--- config.mk ---
export PLATFORM = sky130hd
export DESIGN_NAME = demodulator_qpsk_flat
export DESIGN_NICKNAME = d
export VERILOG_FILES = /design/src/rtl/demodulator_qpsk_if.sv /design/src/rtl/demodulator_qpsk.sv /design/src/flat_wrapper.sv
export SDC_FILE = /design/constraint.sdc
export NUM_CORES = 1
export LEC_CHECK = 0
export CORE_MARGIN = 10
export CORE_UTILIZATION = 43
export DETAILED_ROUTE_END_ITERATION = 10
export PLACE_DENSITY_LB_ADDON = 0.1
export SLEW_MARGIN = 10
export SYNTH_ARGS = -nofsm -noshare
export SYNTH_HDL_FRONTEND = slang
export SYNTH_SLANG_ARGS = --single-unit
--- constraint.sdc ---
create_clock -name clk -period 4.1 [get_ports clk]
set_clock_uncertainty 0.2 [all_clocks]
set_input_delay 0.615 -clock clk [delete_from_list [all_inputs] [get_ports clk]]
set_output_delay 0.615 -clock clk [all_outputs]
set_load 0.01 [all_outputs]
--- src/rtl/demodulator_qpsk_if.sv ---
// Symbol-in / bit-out handshake bundle for the QPSK demapper.
// The slave modport is the demapper side; the master modport is its environment.
interface demodulator_qpsk_if #(
    parameter int unsigned CNT_W = 16
);
    logic             i_valid;
    logic [15:0]      I_comp;
    logic [15:0]      Q_comp;
    logic             i_ready;
    logic             o_valid;
    logic             o_data;
    logic             o_weak;
    logic             o_ready;
    logic [CNT_W-1:0] o_sym_count;

    modport master (
        output i_valid, I_comp, Q_comp, o_ready,
        input  i_ready, o_valid, o_data, o_weak, o_sym_count
    );

    modport slave (
        input  i_valid, I_comp, Q_comp, o_ready,
        output i_ready, o_valid, o_data, o_weak, o_sym_count
    );
endinterface

--- src/rtl/demodulator_qpsk.sv ---
// Hard-decision Gray QPSK demapper: one Q15 I/Q symbol in, two bits out serially
// (b0 from I, b1 from Q), each tagged weak when its component magnitude is small.
module demodulator_qpsk #(
    parameter logic [15:0] WEAK_THR = 16'd4096,
    parameter int unsigned CNT_W    = 16
) (
    input  logic               clk,
    input  logic               rst_n,
    demodulator_qpsk_if.slave  bus
);

    typedef enum logic [1:0] {
        IDLE    = 2'd0,
        EMIT_B0 = 2'd1,
        EMIT_B1 = 2'd2
    } state_t;

    state_t           state_q, state_d;
    logic             b0_q, b0_d;
    logic             b1_q, b1_d;
    logic             w0_q, w0_d;
    logic             w1_q, w1_d;
    logic [CNT_W-1:0] cnt_q, cnt_d;
    logic             i_ready;
    logic             accept;

    // 0x8000 has no positive counterpart in 16 bits; it saturates to 0x7FFF.
    function automatic logic [15:0] mag(input logic [15:0] x);
        if (!x[15])
            return x;
        else if (x == 16'h8000)
            return 16'h7FFF;
        else
            return ~x + 16'd1;
    endfunction

    always_comb begin
        i_ready = (state_q == IDLE) || ((state_q == EMIT_B1) && bus.o_ready);
        accept  = bus.i_valid && i_ready;
    end

    always_comb begin
        state_d = state_q;
        b0_d    = b0_q;
        b1_d    = b1_q;
        w0_d    = w0_q;
        w1_d    = w1_q;
        cnt_d   = cnt_q;

        case (state_q)
            IDLE: begin
                if (bus.i_valid) state_d = EMIT_B0;
            end
            EMIT_B0: begin
                if (bus.o_ready) state_d = EMIT_B1;
            end
            EMIT_B1: begin
                if (bus.o_ready) begin
                    cnt_d   = cnt_q + CNT_W'(1);
                    state_d = bus.i_valid ? EMIT_B0 : IDLE;
                end
            end
            default: state_d = IDLE;
        endcase

        // Decision and confidence are resolved at capture; raw I/Q is not kept.
        if (accept) begin
            b0_d = bus.I_comp[15];
            b1_d = bus.Q_comp[15];
            w0_d = mag(bus.I_comp) < WEAK_THR;
            w1_d = mag(bus.Q_comp) < WEAK_THR;
        end
    end

    always_ff @(posedge clk) begin
        if (!rst_n) begin
            state_q <= IDLE;
            b0_q    <= 1'b0;
            b1_q    <= 1'b0;
            w0_q    <= 1'b0;
            w1_q    <= 1'b0;
            cnt_q   <= '0;
        end else begin
            state_q <= state_d;
            b0_q    <= b0_d;
            b1_q    <= b1_d;
            w0_q    <= w0_d;
            w1_q    <= w1_d;
            cnt_q   <= cnt_d;
        end
    end

    assign bus.i_ready     = i_ready;
    assign bus.o_valid     = (state_q != IDLE);
    assign bus.o_data      = (state_q == EMIT_B1) ? b1_q : b0_q;
    assign bus.o_weak      = (state_q == EMIT_B1) ? w1_q : w0_q;
    assign bus.o_sym_count = cnt_q;

endmodule

--- src/flat_wrapper.sv ---
// flat-port wrapper written by rule: the top's interface ports become plain ports
module demodulator_qpsk_flat 
#(
    parameter logic [15:0] WEAK_THR = 16'd4096,
    parameter int unsigned CNT_W    = 16
)
  (clk, rst_n, bus_i_valid, bus_I_comp, bus_Q_comp, bus_o_ready, bus_i_ready, bus_o_valid, bus_o_data, bus_o_weak, bus_o_sym_count);
  demodulator_qpsk_if #(.CNT_W(CNT_W)) bus_i ();
  input  logic clk;
  input  logic rst_n;
  input wire logic [$bits(bus_i.i_valid)-1:0] bus_i_valid;
  input wire logic [$bits(bus_i.I_comp)-1:0] bus_I_comp;
  input wire logic [$bits(bus_i.Q_comp)-1:0] bus_Q_comp;
  input wire logic [$bits(bus_i.o_ready)-1:0] bus_o_ready;
  output wire logic [$bits(bus_i.i_ready)-1:0] bus_i_ready;
  output wire logic [$bits(bus_i.o_valid)-1:0] bus_o_valid;
  output wire logic [$bits(bus_i.o_data)-1:0] bus_o_data;
  output wire logic [$bits(bus_i.o_weak)-1:0] bus_o_weak;
  output wire logic [$bits(bus_i.o_sym_count)-1:0] bus_o_sym_count;
  assign bus_i.i_valid = bus_i_valid;
  assign bus_i.I_comp = bus_I_comp;
  assign bus_i.Q_comp = bus_Q_comp;
  assign bus_i.o_ready = bus_o_ready;
  assign bus_i_ready = bus_i.i_ready;
  assign bus_o_valid = bus_i.o_valid;
  assign bus_o_data = bus_i.o_data;
  assign bus_o_weak = bus_i.o_weak;
  assign bus_o_sym_count = bus_i.o_sym_count;
  demodulator_qpsk #(.WEAK_THR(WEAK_THR), .CNT_W(CNT_W)) u_core (.clk(clk), .rst_n(rst_n), .bus(bus_i));
endmodule
-- Word level (Yosys, flattened, before mapping)
Cells that the tools add are included.
- bits of input ports: 36
- bits in registers: 22
- output and inout port bits: 20
- logic and storage cells: 40
- reductions and logical operators: 7
- add/subtract/negate cells: 3
- equal/unequal tests: 7
- bitwise gates (word level): 2
- order comparisons: 2
- multiplexer cells: 13
- operators by type and width (cell ; count):
    $mux 16 ; 6
    $add 16x1->16 const B ; 3
    $eq 16x16->1 const B ; 2
    $lt 16x13->1 const B ; 2
    $not 16->16 ; 2
    $mux 2 ; 3
    $ne 2x2->1 const B ; 3
    $pmux 2 s3 ; 1
    $mux 1 ; 3
    $reduce_and 3->1 ; 1
    $eq 2x1->1 const B ; 1
    $eq 2x2->1 const B ; 1
    $logic_and 1x1->1 ; 2
    $logic_not 2->1 ; 1
    $reduce_and 2->1 ; 1
    $reduce_bool 2->1 ; 1
    $logic_or 1x1->1 ; 1

-- Logic depth before layout (Yosys ltp)
- depth in word-level cells: 6
- gate-level depth with buffers: 6
- gate-level depth less buffers: 5

-- Least setup slack after synthesis
No wires, ideal clock.
- kind: register to output
- from: reg u_core.state_q[0]
- to: out bus_o_data
- data arrival time: 1.088 ns
- path slack: 2.197 ns
- data required time: 3.285 ns
- path buffers: 1
- cell stages (with the launch flop): 4
- cells stage by stage: dfxtp_1 -> clkbuf_1 -> nor2b_1 -> mux2_2
- longest elaborated chain between the ends: 2
- ends and longest elaborated chain (what ; RTL line ; text):
    from (decl) ; demodulator_qpsk.sv:18 ; state_t state_q, state_d;
    from (signal assigned) ; demodulator_qpsk.sv:84 ; state_q <= state_d;
    $eq 2x2->1 ; demodulator_qpsk.sv:95 ; assign bus.o_data = (state_q == EMIT_B1) ? b1_q : b0_q;
    $mux 1 ; demodulator_qpsk.sv:95 ;
    to (decl) ; flat_wrapper.sv:17 ; output wire logic [$bits(bus_i.o_data)-1:0] bus_o_data;
No other way between the ends.

-- Worst setup path after layout
- from: in bus_o_ready
- to: out bus_i_ready
- longest elaborated chain between the ends: 2
- ends and longest elaborated chain (what ; RTL line ; text):
    from (decl) ; flat_wrapper.sv:14 ; input wire logic [$bits(bus_i.o_ready)-1:0] bus_o_ready;
    $logic_and 1x1->1 ; demodulator_qpsk.sv:38 ; i_ready = (state_q == IDLE) || ((state_q == EMIT_B1) && bus.o_ready);
    $logic_or 1x1->1 ; demodulator_qpsk.sv:38 ;
    to (decl) ; flat_wrapper.sv:15 ; output wire logic [$bits(bus_i.i_ready)-1:0] bus_i_ready;
No other way between the ends.

==> metrics.md <==
| Metric | Value |
|---|---|
| Worst slack on hold paths | `288.6 ps` |
| Number of enable flip-flop cells after synthesis | `0` |
| Wire length of the first global-routing pass | `5.499 mm` |
| Area occupied by multi-input gates | `680.7 sq um` |
| Endpoint arrival time on the critical path | `2080 ps` |
| Maximum buffer depth of the clock tree | `2` |
| Hold Crit Start | `u_core.bus.o_sym_count[15]` |
| Worst-path fanout max | `8` |
| Top Ports | `56` |
| Layout overhead on the synthesized area | `50.16%` |
| Hold Crit Class | `register to register` |
| Diode insertion count for antenna repair | `0` |
| Register area share after synthesis | `0.3765` |
| Total CTS buffers | `3` |
| Slew Limit Fails | `0` |
| Die Height | `72.16 microns` |
| Crit share post-route | `0.7066` |
| CP Launch Point | `bus_o_ready` |
| Non-filler instance count after layout | `216` |
| Top flip-flop cell by instance count after synthesis | `sky130_fd_sc_hd__dfxtp_1` |
| # setup viols final | `0` |
| Count of input and output buffers | `55` |
| Reg-to-Reg Start | `u_core.bus.o_sym_count[0]` |
| First drt pass iteration count | `4` |
| Actual transition at the worst max-transition pin | `485.9 ps` |
| Share of the synthesized area in the top cell type | `0.3765` |
| Full die area | `0.005207 sq mm` |
| Number of nets in the layout | `224` |
| WL/cell | `15.26 microns` |
| CP startpoint kind | `input pin` |
| CTS HTree Levels | `1` |
| Final WL | `3.297 mm` |
| Setup repair after global routing missed its margin | `false` |
| Cell count after placement | `212` |
| Per-instance average area after synthesis | `8.863 sq um` |
| Fill cell count | `230` |
| Design area | `0.001757 sq mm` |
| Synthesized net count | `169` |
| Static power due to leakage | `0.6245 nW` |
| Largest net degree at the start of global routing | `17` |
| Peak Freq | `0.3452 GHz` |
| Total number of clock tree sinks | `22` |
| Highest ir drop seen on vdd | `289.8 uV` |
| Worst slew slack as a fraction of its limit | `0.6757` |
| Result of the run | `finished clean` |
| Placed instance area | `0.001720 sq mm` |
| Antenna violations before repair | `0` |
| Number of vias per cell | `5.162` |
| Proportion of synthesized flip-flops having asynchronous set or reset | `0` |
| Area contributors post-synth | `sky130_fd_sc_hd__dfxtp_1 (38%), sky130_fd_sc_hd__xnor2_1 (6.0%), sky130_fd_sc_hd__nor4_1 (5.9%), sky130_fd_sc_hd__nor2_1 (5.5%), sky130_fd_sc_hd__mux2i_1 (4.3%)` |
| Fraction of met2 tracks used by global routing | `0.2264` |
| Total number of placement rows | `18` |
| Library cell occupying the most area in the post-synthesis netlist | `sky130_fd_sc_hd__dfxtp_1` |
| Root buffer cell | `sky130_fd_sc_hd__clkbuf_4` |
| Total number of yosys warnings | `0` |
| Clock latency on the worst-skew pair | `310 ps` |
| Yosys reg bits | `22` |
| Clock edge transition at the registers on the reported setup and hold paths | `120 ps` |
| Number of vias after detailed routing | `1,115` |
| Cell count after synthesis | `132` |
| Total power | `411.5 uW` |
| Top Usage Layer GRT | `met2` |
| DRC violation count after routing | `0` |
| Ratio of cells with drive above 1 in the final layout | `0.06989` |
| Final critical delay including setup and external delays | `2897 ps` |
| Chip Width | `72.16 microns` |
| Congestion Overflow GR | `0` |
| DPL Wire Length | `2.725 mm` |
| Distinct cell type count after synthesis | `32` |
| Post-CTS Setup Bufs | `0` |
| Netlist area before placement | `0.001170 sq mm` |
| Area taken by flip-flops and latches | `440.4 sq um` |
| Max-cap viol count | `0` |
| Crit. End Element | `output pin` |
| Final-report hold violation count | `0` |
| End-of-flow core utilization | `0.6903` |
| Post-route ant nets | `0` |
| Met1 usage | `0.1341` |
| Initial core utilization | `0.4597` |
| Aggregate global-route resource usage | `0.1268` |
| GP Congestion | `0.8592` |
| Critical Path RT | `3280 ps` |
| Core area | `0.002545 sq mm` |
| Power Dens Cells | `234.3 mW/mm^2` |
| Met3 usage | `0.05850` |
| Smallest setup slack after layout | `1203 ps` |
| Iter 0 DRT Violations | `65` |
| Post-cts hold buffer count | `0` |
| Accumulated negative setup slack | `0 ps` |
| Resized cells post-CTS | `0` |
| Via count of the first global-routing pass | `1,153` |
| TritonCTS clock tree | `done` |
| Pre-CTS worst setup slack | `1206 ps` |
| Crit Path Category | `input pin to output pin` |
## critical path: stages
cell	delay, ps
sky130_fd_sc_hd__clkdlybuf4s50_1	660
sky130_fd_sc_hd__nor2b_1	140
sky130_fd_sc_hd__nor2_1	110
sky130_fd_sc_hd__clkdlybuf4s50_1	550
## cell usage in the layout, fill, tap and decap left out, types with 2 or more instances in the layout
cell type	n
sky130_fd_sc_hd__o21ai_0	4
sky130_fd_sc_hd__nor3_1	3
sky130_fd_sc_hd__and4_1	2
sky130_fd_sc_hd__nand2b_1	4
sky130_fd_sc_hd__nor2_1	17
sky130_fd_sc_hd__nand2_1	9
sky130_fd_sc_hd__nand4_1	2
sky130_fd_sc_hd__clkbuf_4	3
sky130_fd_sc_hd__xnor2_1	8
sky130_fd_sc_hd__nand3b_1	2
sky130_fd_sc_hd__xor2_1	3
sky130_fd_sc_hd__nand3_1	7
sky130_fd_sc_hd__a21oi_1	7
sky130_fd_sc_hd__mux2i_1	5
sky130_fd_sc_hd__or3_1	2
sky130_fd_sc_hd__dfxtp_1	22
sky130_fd_sc_hd__clkdlybuf4s50_1	55
sky130_fd_sc_hd__nor4_1	11
sky130_fd_sc_hd__nor2b_1	3
sky130_fd_sc_hd__mux2_2	2
sky130_fd_sc_hd__nor4_2	2
sky130_fd_sc_hd__inv_1	3
## registers in the layout, indices dropped and copies added, names as in the netlist
register / cells
u_core.bus.o_sym_count: 16
u_core.state_q: 2
u_core.b0_q: 1
u_core.b1_q: 1
u_core.w0_q: 1
u_core.w1_q: 1
## worst paths after layout
check / endpoint / slack, ps / cells after the start
worst max-delay path: bus_i_ready / 1200 / 4
worst min-delay path: u_core.bus.o_sym_count[15] / 290 / 2
worst max register to register: u_core.bus.o_sym_count[14] / 2370 / 5
worst min register to register: u_core.bus.o_sym_count[15] / 290 / 2
## cell type report
cell class	count	share of cell area
repair buffers	55	0.3134
well taps	30	0.02137
clock buffers	4	0.02066
flip-flops and latches	22	0.2507
multi-input cells	102	0.3875
inverters	3	0.006410
## power breakdown
part / switching, mW / leakage, nW / total [mW] / internal (mW)
clock network: 0.0662 / 0.0210 / 0.120 / 0.0543
registers: 0.00515 / 0.178 / 0.223 / 0.218
logic: 0.0221 / 0.425 / 0.0676 / 0.0455
total: 0.0934 / 0.624 / 0.412 / 0.318
## synthesized netlist by cell type (all sizes together), types with 3 or more instances
library cell   n
xor2           3
nand2          9
buf            3
mux2i          5
nor3           3
nand4          3
nand3          8
nand2b         4
nor4          14
xnor2          8
nor2          17
a21oi          7
inv            3
nor2b          3
dfxtp         22
o21ai          4
## cell families (layout without fill, tap and decap cells)
logic type / after synthesis / count (layout) / share of synthesized area
AOI/OAI and AO/OA: 11 / 11 / 0.04706
xor gates and xnor gates: 11 / 11 / 0.08236
adders and majority gates: 1 / 1 / 0.01069
buffers and inverters: 8 / 62 / 0.04171
DFF: 22 / 22 / 0.3765
muxes: 7 / 7 / 0.06203
and+or+nand+nor: 72 / 72 / 0.3797
## metal layers
metal,up-vias,wire length [microns]
met3,0,247
met5,-,0
met1,506,1404
met4,0,0
li1,577,-
met2,32,1644
No activity file was read; power rests on OpenSTA's default activity.
